## config.mk

```make
export PLATFORM = sky130hd
export DESIGN_NAME = aes_inv_cipher_iter_flat
export DESIGN_NICKNAME = d
export VERILOG_FILES = /design/src/rtl/aes_pkg.sv /design/src/rtl/aes_inv_cipher_iter_if.sv /design/src/rtl/aes_inv_sbox.sv /design/src/rtl/inverse_shift_Rows.sv /design/src/rtl/aes_inv_cipher_iter.sv /design/src/flat_wrapper.sv
export SDC_FILE = /design/constraint.sdc
export NUM_CORES = 2
export LEC_CHECK = 0
export BUFFER_PORTS_ARGS = -buffer_cell sky130_fd_sc_hd__buf_2
export CORE_MARGIN = 10
export CORE_UTILIZATION = 40
export CTS_CLUSTER_SIZE = 20
export DETAILED_ROUTE_END_ITERATION = 6
export PLACE_DENSITY_LB_ADDON = 0.3
export SYNTH_ARGS = -nofsm -noshare
export SYNTH_HDL_FRONTEND = slang
export SYNTH_SLANG_ARGS = --single-unit
```

## constraint.sdc

```tcl
create_clock -name i_clk -period 6.2 [get_ports i_clk]
set_clock_uncertainty 0.15 [all_clocks]
set_input_delay 1.55 -clock i_clk [delete_from_list [all_inputs] [get_ports i_clk]]
set_output_delay 1.55 -clock i_clk [all_outputs]
set_load 0.01 [all_outputs]
```

## src/rtl/aes_pkg.sv

```systemverilog
// Shared AES definitions: state/byte types, GF(2^8) helpers and the InvMixColumns column.
// The forward cipher reuses everything here except the FSM encoding.
package aes_pkg;
   localparam int NR = 10;

   typedef logic [7:0]   byte_t;
   typedef logic [127:0] state_t;

   typedef enum logic [1:0] {
      S_IDLE  = 2'd0,
      S_ROUND = 2'd1,
      S_FINAL = 2'd2
   } fsm_t;

   function automatic byte_t xtime(input byte_t a);
      return {a[6:0], 1'b0} ^ (a[7] ? 8'h1b : 8'h00);
   endfunction

   function automatic byte_t gmul(input byte_t a, input byte_t b);
      byte_t acc;
      byte_t p;
      acc = '0;
      p   = a;
      for (int k = 0; k < 8; k++) begin
         if (b[k]) acc = acc ^ p;
         p = xtime(p);
      end
      return acc;
   endfunction

   // Column bytes are row 0 at the LSB, matching the state byte layout.
   function automatic logic [31:0] inv_mix_col(input logic [31:0] c);
      byte_t a0, a1, a2, a3, b0, b1, b2, b3;
      a0 = c[7:0];
      a1 = c[15:8];
      a2 = c[23:16];
      a3 = c[31:24];
      b0 = gmul(a0, 8'h0e) ^ gmul(a1, 8'h0b) ^ gmul(a2, 8'h0d) ^ gmul(a3, 8'h09);
      b1 = gmul(a0, 8'h09) ^ gmul(a1, 8'h0e) ^ gmul(a2, 8'h0b) ^ gmul(a3, 8'h0d);
      b2 = gmul(a0, 8'h0d) ^ gmul(a1, 8'h09) ^ gmul(a2, 8'h0e) ^ gmul(a3, 8'h0b);
      b3 = gmul(a0, 8'h0b) ^ gmul(a1, 8'h0d) ^ gmul(a2, 8'h09) ^ gmul(a3, 8'h0e);
      return {b3, b2, b1, b0};
   endfunction
endpackage

```

## src/rtl/aes_inv_cipher_iter_if.sv

```systemverilog
// Block handshake and round-key fetch bus of the iterative inverse cipher.
interface aes_inv_cipher_iter_if;
   import aes_pkg::*;

   logic       start;
   state_t     ciphertext;
   logic [3:0] rk_idx;
   state_t     rk;
   logic       busy;
   logic       done;
   state_t     plaintext;

   modport master (output start, ciphertext, rk, input rk_idx, busy, done, plaintext);
   modport slave  (input start, ciphertext, rk, output rk_idx, busy, done, plaintext);
endinterface

```

## src/rtl/aes_inv_sbox.sv

```systemverilog
// Combinational AES inverse S-box, one byte in, one byte out.
module aes_inv_sbox
   import aes_pkg::*;
(
   input  byte_t i_byte,
   output byte_t o_byte
);
   localparam byte_t LUT [256] = '{
      8'h52,8'h09,8'h6a,8'hd5,8'h30,8'h36,8'ha5,8'h38,8'hbf,8'h40,8'ha3,8'h9e,8'h81,8'hf3,8'hd7,8'hfb,
      8'h7c,8'he3,8'h39,8'h82,8'h9b,8'h2f,8'hff,8'h87,8'h34,8'h8e,8'h43,8'h44,8'hc4,8'hde,8'he9,8'hcb,
      8'h54,8'h7b,8'h94,8'h32,8'ha6,8'hc2,8'h23,8'h3d,8'hee,8'h4c,8'h95,8'h0b,8'h42,8'hfa,8'hc3,8'h4e,
      8'h08,8'h2e,8'ha1,8'h66,8'h28,8'hd9,8'h24,8'hb2,8'h76,8'h5b,8'ha2,8'h49,8'h6d,8'h8b,8'hd1,8'h25,
      8'h72,8'hf8,8'hf6,8'h64,8'h86,8'h68,8'h98,8'h16,8'hd4,8'ha4,8'h5c,8'hcc,8'h5d,8'h65,8'hb6,8'h92,
      8'h6c,8'h70,8'h48,8'h50,8'hfd,8'hed,8'hb9,8'hda,8'h5e,8'h15,8'h46,8'h57,8'ha7,8'h8d,8'h9d,8'h84,
      8'h90,8'hd8,8'hab,8'h00,8'h8c,8'hbc,8'hd3,8'h0a,8'hf7,8'he4,8'h58,8'h05,8'hb8,8'hb3,8'h45,8'h06,
      8'hd0,8'h2c,8'h1e,8'h8f,8'hca,8'h3f,8'h0f,8'h02,8'hc1,8'haf,8'hbd,8'h03,8'h01,8'h13,8'h8a,8'h6b,
      8'h3a,8'h91,8'h11,8'h41,8'h4f,8'h67,8'hdc,8'hea,8'h97,8'hf2,8'hcf,8'hce,8'hf0,8'hb4,8'he6,8'h73,
      8'h96,8'hac,8'h74,8'h22,8'he7,8'had,8'h35,8'h85,8'he2,8'hf9,8'h37,8'he8,8'h1c,8'h75,8'hdf,8'h6e,
      8'h47,8'hf1,8'h1a,8'h71,8'h1d,8'h29,8'hc5,8'h89,8'h6f,8'hb7,8'h62,8'h0e,8'haa,8'h18,8'hbe,8'h1b,
      8'hfc,8'h56,8'h3e,8'h4b,8'hc6,8'hd2,8'h79,8'h20,8'h9a,8'hdb,8'hc0,8'hfe,8'h78,8'hcd,8'h5a,8'hf4,
      8'h1f,8'hdd,8'ha8,8'h33,8'h88,8'h07,8'hc7,8'h31,8'hb1,8'h12,8'h10,8'h59,8'h27,8'h80,8'hec,8'h5f,
      8'h60,8'h51,8'h7f,8'ha9,8'h19,8'hb5,8'h4a,8'h0d,8'h2d,8'he5,8'h7a,8'h9f,8'h93,8'hc9,8'h9c,8'hef,
      8'ha0,8'he0,8'h3b,8'h4d,8'hae,8'h2a,8'hf5,8'hb0,8'hc8,8'heb,8'hbb,8'h3c,8'h83,8'h53,8'h99,8'h61,
      8'h17,8'h2b,8'h04,8'h7e,8'hba,8'h77,8'hd6,8'h26,8'he1,8'h69,8'h14,8'h63,8'h55,8'h21,8'h0c,8'h7d
   };

   assign o_byte = LUT[i_byte];
endmodule

```

## src/rtl/inverse_shift_Rows.sv

```systemverilog
// InvShiftRows: row r rotates right by r columns; pure wiring.
module inverse_shift_Rows
   import aes_pkg::*;
(
   input  state_t i_state,
   output state_t o_state
);
   for (genvar c = 0; c < 4; c++) begin : g_col
      for (genvar r = 0; r < 4; r++) begin : g_row
         assign o_state[8*(r+4*c) +: 8] = i_state[8*(r+4*((c+4-r)%4)) +: 8];
      end
   end
endmodule

```

## src/rtl/aes_inv_cipher_iter.sv

```systemverilog
// Iterative AES-128 inverse cipher: one round per clock, 11 cycles start-to-done,
// round keys fetched combinationally by index from the external key store.
module aes_inv_cipher_iter
   import aes_pkg::*;
(
   input  logic                  i_clk,
   input  logic                  i_rst,
   aes_inv_cipher_iter_if.slave  bus
);
   fsm_t       r_fsm, w_fsm_nxt;
   logic [3:0] r_round;
   state_t     r_state;
   state_t     r_pt;
   logic       r_done;

   state_t     w_isr, w_isb, w_ark, w_imc;
   logic [3:0] w_rk_idx;

   inverse_shift_Rows u_isr (.i_state(r_state), .o_state(w_isr));

   for (genvar b = 0; b < 16; b++) begin : g_sbox
      aes_inv_sbox u_sbox (.i_byte(w_isr[8*b +: 8]), .o_byte(w_isb[8*b +: 8]));
   end

   // The shared XOR serves both the middle rounds and the final round (rk_idx=0).
   assign w_ark = w_isb ^ bus.rk;

   for (genvar c = 0; c < 4; c++) begin : g_imc
      assign w_imc[32*c +: 32] = inv_mix_col(w_ark[32*c +: 32]);
   end

   always_comb begin
      w_fsm_nxt = r_fsm;
      unique case (r_fsm)
         S_IDLE:  if (bus.start) w_fsm_nxt = S_ROUND;
         S_ROUND: if (r_round == 4'd1) w_fsm_nxt = S_FINAL;
         S_FINAL: w_fsm_nxt = S_IDLE;
         default: w_fsm_nxt = S_IDLE;
      endcase
   end

   always_ff @(posedge i_clk) begin
      if (i_rst) r_fsm <= S_IDLE;
      else       r_fsm <= w_fsm_nxt;
   end

   always_ff @(posedge i_clk) begin
      if (i_rst) begin
         r_state <= '0;
         r_round <= '0;
         r_pt    <= '0;
         r_done  <= 1'b0;
      end else begin
         r_done <= (r_fsm == S_FINAL);
         unique case (r_fsm)
            S_IDLE: begin
               if (bus.start) begin
                  r_state <= bus.ciphertext ^ bus.rk;
                  r_round <= 4'(NR - 1);
               end
            end
            S_ROUND: begin
               r_state <= w_imc;
               r_round <= r_round - 4'd1;
            end
            S_FINAL: r_pt <= w_ark;
            default: ;
         endcase
      end
   end

   always_comb begin
      w_rk_idx = 4'(NR);
      unique case (r_fsm)
         S_ROUND: w_rk_idx = r_round;
         S_FINAL: w_rk_idx = 4'd0;
         default: w_rk_idx = 4'(NR);
      endcase
   end

   assign bus.rk_idx    = w_rk_idx;
   assign bus.busy      = (r_fsm != S_IDLE);
   assign bus.done      = r_done;
   assign bus.plaintext = r_pt;
endmodule

```

## src/flat_wrapper.sv

```systemverilog
// flat-port wrapper written by rule: the top's interface ports become plain ports
module aes_inv_cipher_iter_flat import aes_pkg::*;
  (i_clk, i_rst, bus_start, bus_ciphertext, bus_rk, bus_rk_idx, bus_busy, bus_done, bus_plaintext);
  aes_inv_cipher_iter_if bus_i ();
  input  logic i_clk;
  input  logic i_rst;
  input wire logic [$bits(bus_i.start)-1:0] bus_start;
  input wire logic [$bits(bus_i.ciphertext)-1:0] bus_ciphertext;
  input wire logic [$bits(bus_i.rk)-1:0] bus_rk;
  output wire logic [$bits(bus_i.rk_idx)-1:0] bus_rk_idx;
  output wire logic [$bits(bus_i.busy)-1:0] bus_busy;
  output wire logic [$bits(bus_i.done)-1:0] bus_done;
  output wire logic [$bits(bus_i.plaintext)-1:0] bus_plaintext;
  assign bus_i.start = bus_start;
  assign bus_i.ciphertext = bus_ciphertext;
  assign bus_i.rk = bus_rk;
  assign bus_rk_idx = bus_i.rk_idx;
  assign bus_busy = bus_i.busy;
  assign bus_done = bus_i.done;
  assign bus_plaintext = bus_i.plaintext;
  aes_inv_cipher_iter u_core (.i_clk(i_clk), .i_rst(i_rst), .bus(bus_i));
endmodule
```

==> results.json <==
{
  "clockBufferDepth": 3,
  "synth_nets": 11600,
  "synthArstFlopShare_pct": 0,
  "report.final.hold_viol_count": 0,
  "vias": 97300,
  "finalSetupViolations": 0,
  "grt_pass1_wl_um": 644000,
  "yosys.area.top_type": "xnor2_1",
  "maxSlewHeadroom_pct": 4.37,
  "regToRegStartpoint": "u_core.r_state[17]",
  "synth_cell_types": 126,
  "hold_class": "reg -> reg",
  "syn2layout_area_growth_pct": 6.54,
  "syn_inst": 11000,
  "worst_pin_slew_ps": 1430,
  "grt_overflow": 0,
  "grt.total_usage_pct": 38.3,
  "syn_area_um2": 79700,
  "num_rows": 163,
  "worstSetupEndpointType": "flop",
  "rrSetupSlack_ps": 220,
  "finalWirelength_um": 448000,
  "cp_slowest_cell": "ha_1",
  "synth.avg_cell_area_um2": 7.22,
  "critPathLaunchType": "flop",
  "synthTopCellsByArea": "xnor2_1, dfxtp_1, a21oi_1",
  "rsz0062_at_grt": "false",
  "finalSetupTns_ps": 0,
  "fp.dieH_um": 466,
  "grt_pass1_vias": 89400,
  "crit-reg2reg-capture": "u_core.r_state[89]",
  "ys_ff_latch": 263,
  "yosys-top-cells-count": "nor2_1, nand2_1, a21oi_1",
  "synth_edf_count": 0,
  "place.gp.congestion": 1.06,
  "drc": 67,
  "drt-vias-per-instance": 7.24,
  "status": "finished, violations left",
  "max_stage_delay_ps": 790,
  "die-area_um2": 217000,
  "drt-initial-drc-count": 19700,
  "violations": "DRC",
  "cp_num_buf_inv": 1,
  "drive_above_1_share_pct": 15.5,
  "yosysMostFrequentCell": "nor2_1",
  "crit_chain": "inv_1, ha_1, nand2b_1, nand3_1, or3b_1, and3_1, a211oi_1, o22ai_1, xnor2_2, xnor3_1, xor2_1, xnor2_1, a211oi_2",
  "slew_violations": 0,
  "ys.flop_type": "dfxtp_1",
  "antenna_found_initial": 15,
  "insertion_delay_ps": 680,
  "finalNetCount": 11300,
  "hold_buffers": 0,
  "core_um2": 198000,
  "worstSetupPathDepth": 13,
  "crit_family": "XOR/XNOR gates",
  "grt_max_degree": 136,
  "path_max_fanout": 15,
  "cts_tree": "yes",
  "max_freq_ghz": 0.167,
  "synth_top_area_share_pct": 6.64,
  "ys_warn_count": 0,
  "endpoint": "u_core.r_state[89]",
  "ant_nets": 0,
  "num_io_pins": 393,
  "start_util_pct": 40.3,
  "port_buffers": 392,
  "root_buffer": "clkbuf_16",
  "h-tree-depth": 2,
  "drt-pass1-iter-count": 7,
  "cts_made_buffers": 40,
  "reg2reg_depth": 13,
  "dp_hpwl_um": 329000,
  "ys_seq_area_share_pct": 6.61,
  "cap_viol_max_count": 0,
  "die_w_um": 466,
  "worstPathArrival_ps": 6330,
  "clkTransAtPathRegs_ps": 80,
  "min_period_ps": 5980,
  "crit_type": "reg -> reg",
  "clock_sinks": 263,
  "required_ps": 6550,
  "cts_setup_buffers": 0,
  "fin_crit_sh_pct": 96.4,
  "cp-startpoint": "u_core.r_state[17]",
  "routedWlPerCell_um": 33.3
}
==> worst min-delay path by stage <==
stage / from / end / slack (ps) / cells after the start
final: u_core.bus.plaintext[73] / u_core.bus.plaintext[73] / 300 / 2
after global routing: u_core.bus.plaintext[45] / u_core.bus.plaintext[45] / 320 / 2
after detailed placement: u_core.bus.plaintext[73] / u_core.bus.plaintext[73] / 300 / 2
after global placement: u_core.bus.plaintext[92] / u_core.bus.plaintext[92] / 290 / 2
after floorplan: u_core.r_round[1] / u_core.r_round[1] / 330 / 2
after CTS: u_core.bus.plaintext[73] / u_core.bus.plaintext[73] / 300 / 2
==> metrics by stage <==
step	utilization (%)	hold WS, ps	setup slack (ps)	cell area, um2	cells
6_report	42.9	303	220	84900	13400
5_1_grt	42.9	323	38.0	84900	13400
4_1_cts	42.9	305	145	84900	13400
3_5_place_dp	42.2	297	222	83500	13400
3_3_place_gp	42.2	293	85.9	83400	13400
2_1_floorplan	-	328	1270	79700	11000
==> per-layer routing <==
layer  wire length [um]  share of wire [%]  global-route usage (%)
met5                 47              0.010                       0
met4              38700                8.6                    24.8
met3              56700                 13                    9.98
met2             188000                 42                    57.2
met1             165000                 37                    48.6
==> final cells by class <==
class / instances / area, um2
flip-flops and latches: 263 / 5410
well taps: 2640 / 3300
multi-input cells: 9293 / 67400
clock buffers: 50 / 1140
inverters: 214 / 803
fillers: 20500 / 113000
diodes: 5 / 12.5
clock inverters: 24 / 273
repair buffers: 959 / 6500
==> registers in the layout, indices dropped and copies added (netlist names) <==
name	count
u_core.bus.done	1
u_core.bus.plaintext	128
u_core.r_fsm	2
u_core.r_round	4
u_core.r_state	128
==> tightest hold or removal path: stages (launching register included) <==
cell,delay (ps)
dfxtp_1,300
nand2_1,50
a21oi_1,50
==> placed cells by master (no fill, tap or decap), types with 243 or more instances in the layout <==
| cell type | n |
|---|---|
| nor2_1 | 897 |
| a211oi_1 | 384 |
| nand3_1 | 243 |
| xnor2_1 | 602 |
| o21ai_0 | 548 |
| a21oi_1 | 758 |
| xor2_1 | 250 |
| ha_1 | 293 |
| buf_4 | 544 |
| nand2b_1 | 403 |
| nor3_1 | 306 |
| nand2_1 | 779 |
| nor2b_1 | 311 |
| buf_2 | 391 |
==> cells by family (layout without fill, tap and decap cells) <==
family / count (synthesis) / in the layout / share of synthesized area (%)
and+or+nand+nor: 3756 / 3756 / 24.0
adders and majority gates: 294 / 294 / 4.62
AOI/OAI and AO/OA: 3821 / 3821 / 34.2
buffers and inverters: 1482 / 1247 / 8.86
xor gates and xnor gates: 1036 / 1036 / 14.1
muxes: 386 / 386 / 7.58
other: 0 / 5 / 0
DFF: 263 / 263 / 6.61
==> timing repair <==
action / in CTS / in global routing
resized for setup: 0 / 2
endpoints found under the hold margin: 0 / 0
endpoints found under the setup margin: 0 / 2
Power is left out: the tool's default activity adds up to more than one toggle a clock period on the data nets, which glitch-free logic cannot reach.
